[config.mk]
export PLATFORM = sky130hd
export DESIGN_NAME = prog_mem_ctl
export DESIGN_NICKNAME = d
export VERILOG_FILES = /design/src/rtl/prog_mem_ctl.sv
export SDC_FILE = /design/constraint.sdc
export NUM_CORES = 1
export LEC_CHECK = 0
export CAP_MARGIN = 20
export CORE_MARGIN = 5
export CORE_UTILIZATION = 55
export DETAILED_ROUTE_END_ITERATION = 12
export PLACE_DENSITY = 0.82
export SLEW_MARGIN = 25
export SYNTH_ARGS = -nofsm -noshare
export SYNTH_HDL_FRONTEND = slang
export SYNTH_SLANG_ARGS = --single-unit
[constraint.sdc]
create_clock -name clk -period 2.6 [get_ports clk]
set_clock_uncertainty 0.1 [all_clocks]
set_input_delay 0.39 -clock clk [delete_from_list [all_inputs] [get_ports clk]]
set_output_delay 0.39 -clock clk [all_outputs]
set_load 0.02 [all_outputs]
[src/rtl/prog_mem_ctl.sv]
// rtl/prog_mem_ctl.sv - program memory with registered fetch, direct write and streaming bulk load
module prog_mem_ctl #(
  parameter int DATA_W = 4,
  parameter int ADDR_W = 4,
  parameter int DEPTH  = 16
) (
  input  logic              clk,
  input  logic              rst,
  input  logic [ADDR_W-1:0] addr,
  input  logic              fetch_en,
  output logic [DATA_W-1:0] out,
  output logic              out_valid,
  input  logic              we,
  input  logic [DATA_W-1:0] data,
  input  logic              load_start,
  input  logic              ld_valid,
  input  logic [DATA_W-1:0] ld_data,
  input  logic              ld_last,
  output logic              ld_ready,
  output logic              busy,
  output logic              load_done,
  output logic [ADDR_W:0]   load_count
);

  typedef enum logic [1:0] {IDLE, LOAD, DONE} state_t;

  localparam logic [ADDR_W:0]   DEPTH_L  = (ADDR_W+1)'(DEPTH);
  localparam logic [ADDR_W-1:0] LAST_PTR = ADDR_W'(DEPTH - 1);

  state_t              state_q, state_d;
  logic [ADDR_W-1:0]   ptr_q, ptr_d;
  logic [ADDR_W:0]     load_count_q, load_count_d;
  logic [DATA_W-1:0]   out_q, out_d;
  logic                out_valid_q, out_valid_d;
  logic                ld_ready_q, ld_ready_d;
  logic                busy_q, busy_d;
  logic                load_done_q, load_done_d;

  logic [DATA_W-1:0]   mem_q [DEPTH];
  logic                wr_en;
  logic [ADDR_W-1:0]   wr_addr;
  logic [DATA_W-1:0]   wr_data;
  logic                addr_ok;
  logic [DATA_W-1:0]   rd_word;

  assign addr_ok = ({1'b0, addr} < DEPTH_L);
  assign rd_word = addr_ok ? mem_q[addr] : '0;

  always_comb begin
    state_d      = state_q;
    ptr_d        = ptr_q;
    load_count_d = load_count_q;
    out_d        = out_q;
    out_valid_d  = 1'b0;
    wr_en        = 1'b0;
    wr_addr      = addr;
    wr_data      = data;

    case (state_q)
      LOAD: begin
        if (ld_valid && ld_ready_q) begin
          wr_en        = 1'b1;
          wr_addr      = ptr_q;
          wr_data      = ld_data;
          ptr_d        = ptr_q + 1'b1;
          load_count_d = load_count_q + 1'b1;
          if (ld_last || ptr_q == LAST_PTR) state_d = DONE;
        end
      end
      default: begin
        // IDLE and DONE share the fetch / direct-write port; only IDLE can start a load
        if (state_q == IDLE && load_start) begin
          state_d      = LOAD;
          ptr_d        = '0;
          load_count_d = '0;
        end else begin
          if (state_q != IDLE) state_d = IDLE;
          wr_en = we && addr_ok;
        end
        if (fetch_en) begin
          out_d       = rd_word;
          out_valid_d = 1'b1;
        end
      end
    endcase

    ld_ready_d  = (state_d == LOAD);
    busy_d      = (state_d == LOAD);
    load_done_d = (state_d == DONE);
  end

  always_ff @(posedge clk) begin
    if (rst) begin
      state_q      <= IDLE;
      ptr_q        <= '0;
      load_count_q <= '0;
      out_q        <= '0;
      out_valid_q  <= 1'b0;
      ld_ready_q   <= 1'b0;
      busy_q       <= 1'b0;
      load_done_q  <= 1'b0;
    end else begin
      state_q      <= state_d;
      ptr_q        <= ptr_d;
      load_count_q <= load_count_d;
      out_q        <= out_d;
      out_valid_q  <= out_valid_d;
      ld_ready_q   <= ld_ready_d;
      busy_q       <= busy_d;
      load_done_q  <= load_done_d;
    end
  end

  // Storage is deliberately never cleared so a reset keeps the loaded program
  always_ff @(posedge clk) begin
    if (wr_en && !rst) mem_q[wr_addr] <= wr_data;
  end

  assign out        = out_q;
  assign out_valid  = out_valid_q;
  assign ld_ready   = ld_ready_q;
  assign busy       = busy_q;
  assign load_done  = load_done_q;
  assign load_count = load_count_q;

endmodule

; Yosys cells after proc, flatten, opt, wreduce, memory -nomap -nowiden
; Memories as Yosys holds them, arrays and structs flattened. A register that Yosys moved wholly into a read port is not among the register bits.
; Index checks and enable logic that the tools add are counted.
[totals]
reg_bits = 14
ramBits = 64
in_bits = 19
out_inout_bits = 13
word_cells = 47
mem_count = 1
[memory_table]
columns = name, depth, width, read_ports, rd_clocked_by_memory_dff, write_ports, line_no
row1 = mem_q, 16, 4, 1, 1, 1, 39  ; logic [DATA_W-1:0] mem_q [DEPTH];
[op_classes]
n_addsub = 2
eq_ne = 5
n_mux = 21
bitwise = 1
n_reduce_logical = 11
[ops]
columns = cell, n
row1 = $mux 4, 7
row2 = $mux 5, 3
row3 = $mux 2, 5
row4 = $mux 1, 6
row5 = $add 5x1->5 const B, 1
row6 = $add 4x1->4 const B, 1
row7 = $eq 2x1->1 const B, 2
row8 = $eq 4x4->1 const B, 1
row9 = $reduce_and 2->1, 2
row10 = $reduce_bool 2->1, 2
row11 = $logic_and 1x1->1, 3
row12 = $eq 2x2->1 const B, 1
row13 = $logic_not 2->1, 1
row14 = $ne 2x2->1 const B, 1
row15 = $reduce_or 2->1, 1
row16 = $logic_not 1->1, 1
row17 = $logic_or 1x1->1, 1
row18 = $not 1->1, 1

; Depth between registers and ports, before layout
; Gate-level depths: netlist of run 1.
[logic_depth]
depth_word = 7
depth_mapped = 6
depth_no_buf = 4

; Least setup slack after synthesis of run 1
; No wires, ideal clock.
[synth_timing]
path_kind = reg2reg
start = reg, netlist name busy
end = mem mem_q[12][0] (enable)
t_arrival_ns = 1.616
required_time_ns = 2.168
path_slack_ns = 0.552
stages_incl_launch_ff = 5
n_path_buf = 0
period_less_slack_ns = 2.048
path_cell_list = dfxtp_1 nand4b_1 mux2i_1 nor4b_1 nor2b_1
[synth_lines]
columns = item, line_no
row1 = to (decl), 39

; Worst setup path in the final report of run 1
[layout_timing]
start = in ld_valid
end = mem mem_q[15][3] (enable)
[layout_via]
elab_chain_len = 6
elab_cells_between_ends = 8
[layout_lines]
columns = item, line_no
row1 = from (decl), 16  ; input logic ld_valid,
row2 = $logic_and 1x1->1 *, 61  ; if (ld_valid && ld_ready_q) begin
row3 = $mux 1, 61
row4 = $mux 1, 59  ; case (state_q)
row5 = $logic_and 1x1->1, 116  ; if (wr_en && !rst) mem_q[wr_addr] <= wr_data;
row6 = $mux 1, 116
row7 = $mux 1 (implied by the code), 116
; Mark *: on every way between the ends. The rest lies on a longest branch, timed or not.

==> summary.txt, run 1 <==
Run status
  • Outcome: completed

Logic synthesis
  • Syn Inst Count: 239
  • Post-Syn Nets: 260
  • Fraction of synthesized area in multiplexers: under 10%
  • Top post-synthesis cells by area: edfxtp_1, dfxtp_1, mux4_2, nand2_1, nor2_1
  • Synth Area in Adders: 0.736%
  • Mapped Area: approximately 0.0034 sq mm
  • Post-synthesis sequential area ratio: 67.2%
  • Largest family of logic cells by synthesized area: simple AND/OR/NAND/NOR gates
  • Simple-gate share of the synthesized area: between 10% and 20%
  • Total number of yosys warnings: 0
  • Xor/xnor cell area share of the yosys netlist: 1.03%
  • Synth Area in Compound Gates: ~7.7%
  • Avg Cell Area, Syn: 14.2 sq um
  • Library cells used by synthesis: 36
  • Yosys top cell area share: a little under three fifths
  • Synth Register Bits: 82
  • Area leader, netlist: edfxtp_1

Clock tree
  • Inserted Clock Buffers: 9
  • TritonCTS clock tree: done
  • Post-CTS sizing: 0
  • Clock sink total: 82
  • Clock Latency Late Sink: 0.34 ns
  • Root buffer cell: clkbuf_8
  • Clock edge transition at the registers on the reported setup and hold paths: 0.08 ns
  • # hold bufs at CTS: 0
  • H-tree levels: 3
  • Max clock buf depth: 2
  • Setup bufs post-CTS: 0

Global routing
  • Tot GR Track Use: 20.1%
  • First-pass GRT wire length: 11500 um
  • Met2 Use GR: 34.0%
  • Number of global-route vias before repair: between 2000 and 2500
  • Global routing usage on met3: under 10%
  • Total grt overflow: 0
  • Largest net degree at the start of global routing: 31
  • Initial antenna violation count: 0
  • Gr busiest metal: met2
  • Met1 Track Usage GR: between 20% and 30%

Detailed routing
  • Avg Vias per Cell: 6.01
  • Iter 0 DRT Violations: 127
  • Vias: approximately 2200
  • Final ANT Viol Nets: 0
  • Drt pass-1 iters: 4
  • Wire per inst: 19.3 um
  • DRC: 0
  • Final wirelength: 7170 um

Worst setup path
  • Critical path class: input port to flip-flop
  • Reg2reg path depth: 5
  • Slowest CP cell: clkdlybuf4s50_1
  • Req. time, crit path: 2.51 ns
  • Critical path endpoint category: flip-flop
  • Buf/Inv on CP: 2
  • Worst reg2reg setup slack: 0.25 ns
  • Worst R2R Start: state_q[0]
  • Crit start category: input port
  • Worst Path Max Fanout: 5
  • Worst path max stage delay: 0.49 ns
  • Data arrival time of the worst path: about 2.3 ns
  • Crit. Startpoint: ld_valid
  • CP delay by family, top: simple AND/OR/NAND/NOR gates
  • CP Depth: 6
  • Worst Setup EP: mem_q[15][3]
  • R2r endpoint: mem_q[15][3]
  • Crit path cell chain: clkdlybuf4s50_1 > nand4b_1 > o21ai_0 > nor4b_1 > buf_4 > nor2b_1

Power and ir drop
  • Leak: 1.43 nW
  • IR drop worst, VDD: 0.000339 V
  • Pwr dens: between 600 and 700 mW/mm^2

STA
  • Worst Max-Slew Pin Slew: 0.593 ns
  • Tmin final: 2.43 ns
  • Slew Limit Headroom: 60.2%
  • Hold WS: 0.395 ns
  • Period utilization: 93.4%
  • Fin. max-slew vios: 0
  • Final setup viols: 0
  • Fin. Hold Viols: 0
  • Max Clk Rate: 0.412 GHz
  • RSZ-0062 raised after global routing: no

Finish
  • Area Overhead vs Synth: 21.7%
  • Final non-filler cell total: 372
  • Ant. Diodes: 0
  • Layout cell share with drive strength beyond 1: 18.2%
  • Nets: 313

Placement
  • Placed Cells: about 360
  • Routability cong.: roughly 0.84
  • IO buf count: 31
  • Dpl hpwl: 5090 um

Floorplan
  • Core Region: a little under 0.006 sq mm
  • Ports: 32
  • Die width: 88.6 um
  • Initial core utilization: between 50% and 60%
  • Die area: between 0.007 and 0.008 sq mm
  • Row cnt: 28
  • Die H: 88.6 um

Flow run
  • MaxCap Viol Count: 0

Min path
  • HP Class: flip-flop to flip-flop
[sequential cells by signal, indices dropped and copies added (netlist names)]
name        count
load_count      5
out_valid       1
state_q         2
mem_q          64
ptr_q           4
out             4
load_done       1
busy            1
[how the worst min path moves through the flow]
| stage | from | endpoint | slack, ns | depth (start not counted) |
|---|---|---|---|---|
| 2_1_floorplan | ptr_q[3] | ptr_q[3] | 0.37 | 2 |
| 3_3_place_gp | out[3] | out[3] | 0.38 | 1 |
| 3_5_place_dp | out[0] | out[0] | 0.38 | 1 |
| 4_1_cts | out[0] | out[0] | 0.40 | 1 |
| 5_1_grt | out[0] | out[0] | 0.43 | 1 |
| 6_report | out[0] | out[0] | 0.40 | 1 |
[cells by family (layout without fill, tap and decap cells)]
family | count (synthesis) | count (layout)
simple gates | 81 | 81
flops | 82 | 82
mux | 15 | 15
buf+inv | 19 | 77
xor+xnor | 4 | 4
fa+ha+maj | 2 | 2
compound gates | 36 | 36
[stage by stage]
step	area, sq um	TNS, ns	total power [mW]	util, %	setup WS [ns]
after floorplan	3400	0	1.58	-	0.552
after global placement	3930	-0.00688	1.68	66.0	-0.00172
after detailed placement	3930	-1.43	1.69	66.0	-0.101
after CTS	4140	0	2.59	69.5	0.234
after global routing	4140	0	2.66	69.5	0.0296
final	4140	0	2.57	69.5	0.171
[where the power goes]
group          total, mW  internal [mW]  leakage (nW)  switching, mW
registers           1.44           1.43         0.723        0.00902
logic              0.220          0.101         0.605          0.118
clock network      0.916          0.471         0.106          0.444
total               2.57           2.00          1.43          0.572
[worst reg2reg max path, delay by kind of cell, from the launching register on]
kind | cells | cell delay, ns
AND/OR/NAND/NOR | 3 | 0.99
flip-flops | 1 | 0.43
AO/OA/AOI/OAI | 1 | 0.30
buffers and inverters | 1 | 0.19
[cell type report]
type	instances	area (sq um)
sequential	82	2280
fill	417	1820
multi-input combinational	138	1030
timing repair buffer	54	495
clock buffer	10	138
tap	75	93.8
clock inverter	6	66.3
inverter	7	26.3
[cells in the final DEF (no fill, tap or decap), types with 3 or more instances in the layout]
cell,n
a2111oi_0,8
a211oi_1,4
a21oi_1,6
a221o_1,4
a31oi_1,5
buf_4,22
clkbuf_8,10
clkdlybuf4s50_1,31
clkinv_4,3
dfxtp_1,18
edfxtp_1,64
inv_1,7
mux4_2,12
nand2_1,23
nand2b_1,3
nand4b_1,3
nor2_1,23
nor2b_1,12
nor3_1,3
nor3b_1,3
o21ai_0,5
xor2_1,3
[per-layer routing]
layer | part of all wire (%) | vias to the layer above
met5 | 0 | -
met4 | 2.1 | 0
met3 | 5.6 | 14
met2 | 52 | 86
met1 | 41 | 1107
li1 | - | 1029
[synthesized netlist by cell type]
master	count
dfxtp_1	18
or3_1	2
edfxtp_1	64
clkbuf_1	7
o21ba_2	1
nor2_1	23
xnor2_1	1
nor2b_1	12
a2111oi_0	8
buf_1	1
nor3b_1	3
buf_2	2
or2_2	1
nand2_1	23
nand4b_1	3
nor4_1	2
inv_1	7
a21oi_1	6
mux2_2	1
o2111ai_1	1
a221o_1	4
and4b_1	1
xor2_1	3
ha_1	2
nand2b_1	3
nor3_1	3
mux4_2	12
nor4b_1	1
mux2i_1	2
o21ai_0	5
a211oi_1	4
a31oi_1	5
a22oi_1	2
nand4bb_1	2
buf_4	2
nand3_1	2
(Power assumes the default switching activity.)
==> run 2: changes to the inputs <==
--- a/config.mk
+++ b/config.mk
@@ -5,11 +5,10 @@
 export SDC_FILE = /design/constraint.sdc
 export NUM_CORES = 1
 export LEC_CHECK = 0
-export CAP_MARGIN = 20
 export CORE_MARGIN = 5
-export CORE_UTILIZATION = 55
+export CORE_UTILIZATION = 35
 export DETAILED_ROUTE_END_ITERATION = 12
-export PLACE_DENSITY = 0.82
+export PLACE_DENSITY = 0.58
 export SLEW_MARGIN = 25
 export SYNTH_ARGS = -nofsm -noshare
 export SYNTH_HDL_FRONTEND = slang
==> run 2 against run 1 <==
Effect of this change: combinational power about the same; die area increased by 50%; sequential power about the same; critical path type unchanged; critical endpoint is now mem_q[2][3]; highest routed layer unchanged.
==> summary.txt, run 2 (same netlist as run 1, synthesis figures left out) <==
Run status
  • Outcome: completed

Finish
  • Most frequent cells in the layout: edfxtp_1, clkdlybuf4s50_1, buf_4
  • Design area: 0.00424 sq mm (+2.4%)
  • FILL cells: 902 (+120%)
  • Ant. Diodes: 0 (unchanged)
  • Nets: 317 (+1.3%)
  • Final core utilization: 43.9% (-26 points)
  • Max reg flops: 64 (unchanged)
  • Commonest non-fill, non-tap cell in the layout: edfxtp_1
  • Area Overhead vs Synth: 24.6%
  • Most flops, register: mem_q
  • Layout cell share with drive strength beyond 1: 18.3% (+0.091 points)

Detailed routing
  • Avg Vias per Cell: 4.85 (-19%)
  • Drt pass-1 iters: 4 (unchanged)
  • Vias: 2103 (-5.9%)
  • Final ANT Viol Nets: 0 (unchanged)
  • Final wirelength: 7150 um (-0.33%)
  • Wire per inst: 16.5 um (-15%)
  • DRC: 0 (unchanged)
  • Iter 0 DRT Violations: 120 (-5.5%)

Global routing
  • Tot GR Track Use: 13.4% (-6.7 points)
  • Number of global-route vias before repair: 2218 (-2.6%)
  • First-pass GRT wire length: 11500 um (+0.54%)
  • Total grt overflow: 0 (unchanged)
  • Largest net degree at the start of global routing: 24 (-23%)
  • Initial antenna violation count: 0 (unchanged)

Worst setup path
  • Data arrival time of the worst path: 2.17 ns (-0.17 ns)
  • Critical path endpoint category: flip-flop
  • Critical path class: input port to flip-flop
  • Worst Path Max Fanout: 4 (-1)
  • Crit start category: input port
  • Req. time, crit path: 2.51 ns (about the same)

Power and ir drop
  • Pwr dens: 598 mW/mm^2 (-4.0%)
  • IR drop worst, VDD: 0.000247 V (-27%)
  • Leak: 1.44 nW (+0.43%)

STA
  • Tmin final: 2.26 ns (-0.169 ns)
  • Final setup viols: 0 (unchanged)
  • Fin. max-slew vios: 0 (unchanged)
  • Max Clk Rate: 0.443 GHz (+7.5%)
  • Slew Limit Headroom: 57.4% (-2.8 points)
  • Fin. Hold Viols: 0 (unchanged)
  • Worst Max-Slew Pin Slew: 0.635 ns (+0.0419 ns)
  • RSZ-0062 raised after global routing: no
  • Period utilization: 86.9% (-6.5 points)

Clock tree
  • Setup bufs post-CTS: 0 (unchanged)
  • TritonCTS clock tree: done
  • Max clock buf depth: 2 (unchanged)
  • Inserted Clock Buffers: 9 (unchanged)
  • Clock sink total: 82 (unchanged)
  • Root buffer cell: clkbuf_8
  • # hold bufs at CTS: 0 (unchanged)
  • Clock Latency Late Sink: 0.36 ns (+0.02 ns)
  • Clock edge transition at the registers on the reported setup and hold paths: 0.07 ns (about the same)
  • H-tree levels: 3 (unchanged)
  • Post-CTS sizing: 0 (unchanged)

Flow run
  • MaxCap Viol Count: 0 (unchanged)

Floorplan
  • Initial core utilization: 35.3% (-22 points)
  • Core Region: 0.00964 sq mm (+62%)
  • Ports: 32 (unchanged)
  • Row cnt: 36 (+29%)
  • Die area: 0.0118 sq mm (+50%)
  • Die H: 109 um (+22%)
  • Die width: 109 um (+22%)

Min path
  • HP Class: flip-flop to flip-flop

Placement
  • IO buf count: 31 (unchanged)
  • Dpl hpwl: 5060 um (-0.44%)
  • Routability cong.: 0.762 (-9.8%)
  • Post-DP Area: 0.00405 sq mm (+2.9%)
## run 2: cell count changes in the layout (fill, tap and decap cells not counted)
cell / delta
clkinv_2: -2
clkbuf_8: -1
buf_4: +3
buf_12: +1
clkinv_1: +1
clkinvlp_4: +3
clkbuf_1: +2
clkinv_4: -3
## run 2: final cells by class
class | count | area, sq um | share of cell area, %
clock buffer | 11 | 131 | 3.10
clock inverter | 5 | 56.3 | 1.33
inverter | 7 | 26.3 | 0.620
multi-input combinational | 138 | 1030 | 24.4
sequential | 82 | 2280 | 53.9
tap | 133 | 166 | 3.93
timing repair buffer | 58 | 538 | 12.7
## run 2: path summary, 6_finish.rpt
path | from | endpoint | slack, ns | cells past startpoint
worst min-delay path | out[1] | out[1] | 0.41 | 1
worst min register to register | out[1] | out[1] | 0.41 | 1
worst max register to register | state_q[0] | mem_q[2][3] | 0.42 | 4
worst max-delay path | ld_valid | mem_q[2][3] | 0.34 | 5
## run 2: power breakdown
group          total [mW]  leakage [nW]  internal (mW)  switching [mW]
logic               0.219         0.634          0.103           0.116
clock network       0.873        0.0832          0.441           0.433
registers            1.44         0.723           1.43         0.00944
total                2.53          1.44           1.97           0.558
## run 2: worst max-delay path, stage by stage
cell,delay (ns)
clkdlybuf4s50_1,0.50
nand4b_1,0.24
mux2i_1,0.38
nand4b_1,0.25
nor2_1,0.40
## run 2: metal layers
| metal | global-route usage, % | vias up | wire (um) |
|---|---|---|---|
| met1 | 16.6 | 1029 | 3250 |
| met5 | 0 | - | 0 |
| met4 | 5.68 | 0 | 144 |
| met3 | 3.10 | 12 | 229 |
| met2 | 22.4 | 32 | 3520 |
| li1 | - | 1030 | - |
## run 2: through the flow
stage,hold WS (ns),instances,setup TNS (ns),total power [mW],setup slack [ns]
6_report,0.414,434,0,2.53,0.341
5_1_grt,0.447,434,0,2.63,0.242
4_1_cts,0.419,434,0,2.56,0.351
3_5_place_dp,0.398,418,-0.0738,1.69,-0.0187
3_3_place_gp,0.388,418,0,1.69,0.0361
2_1_floorplan,0.370,239,0,1.58,0.552
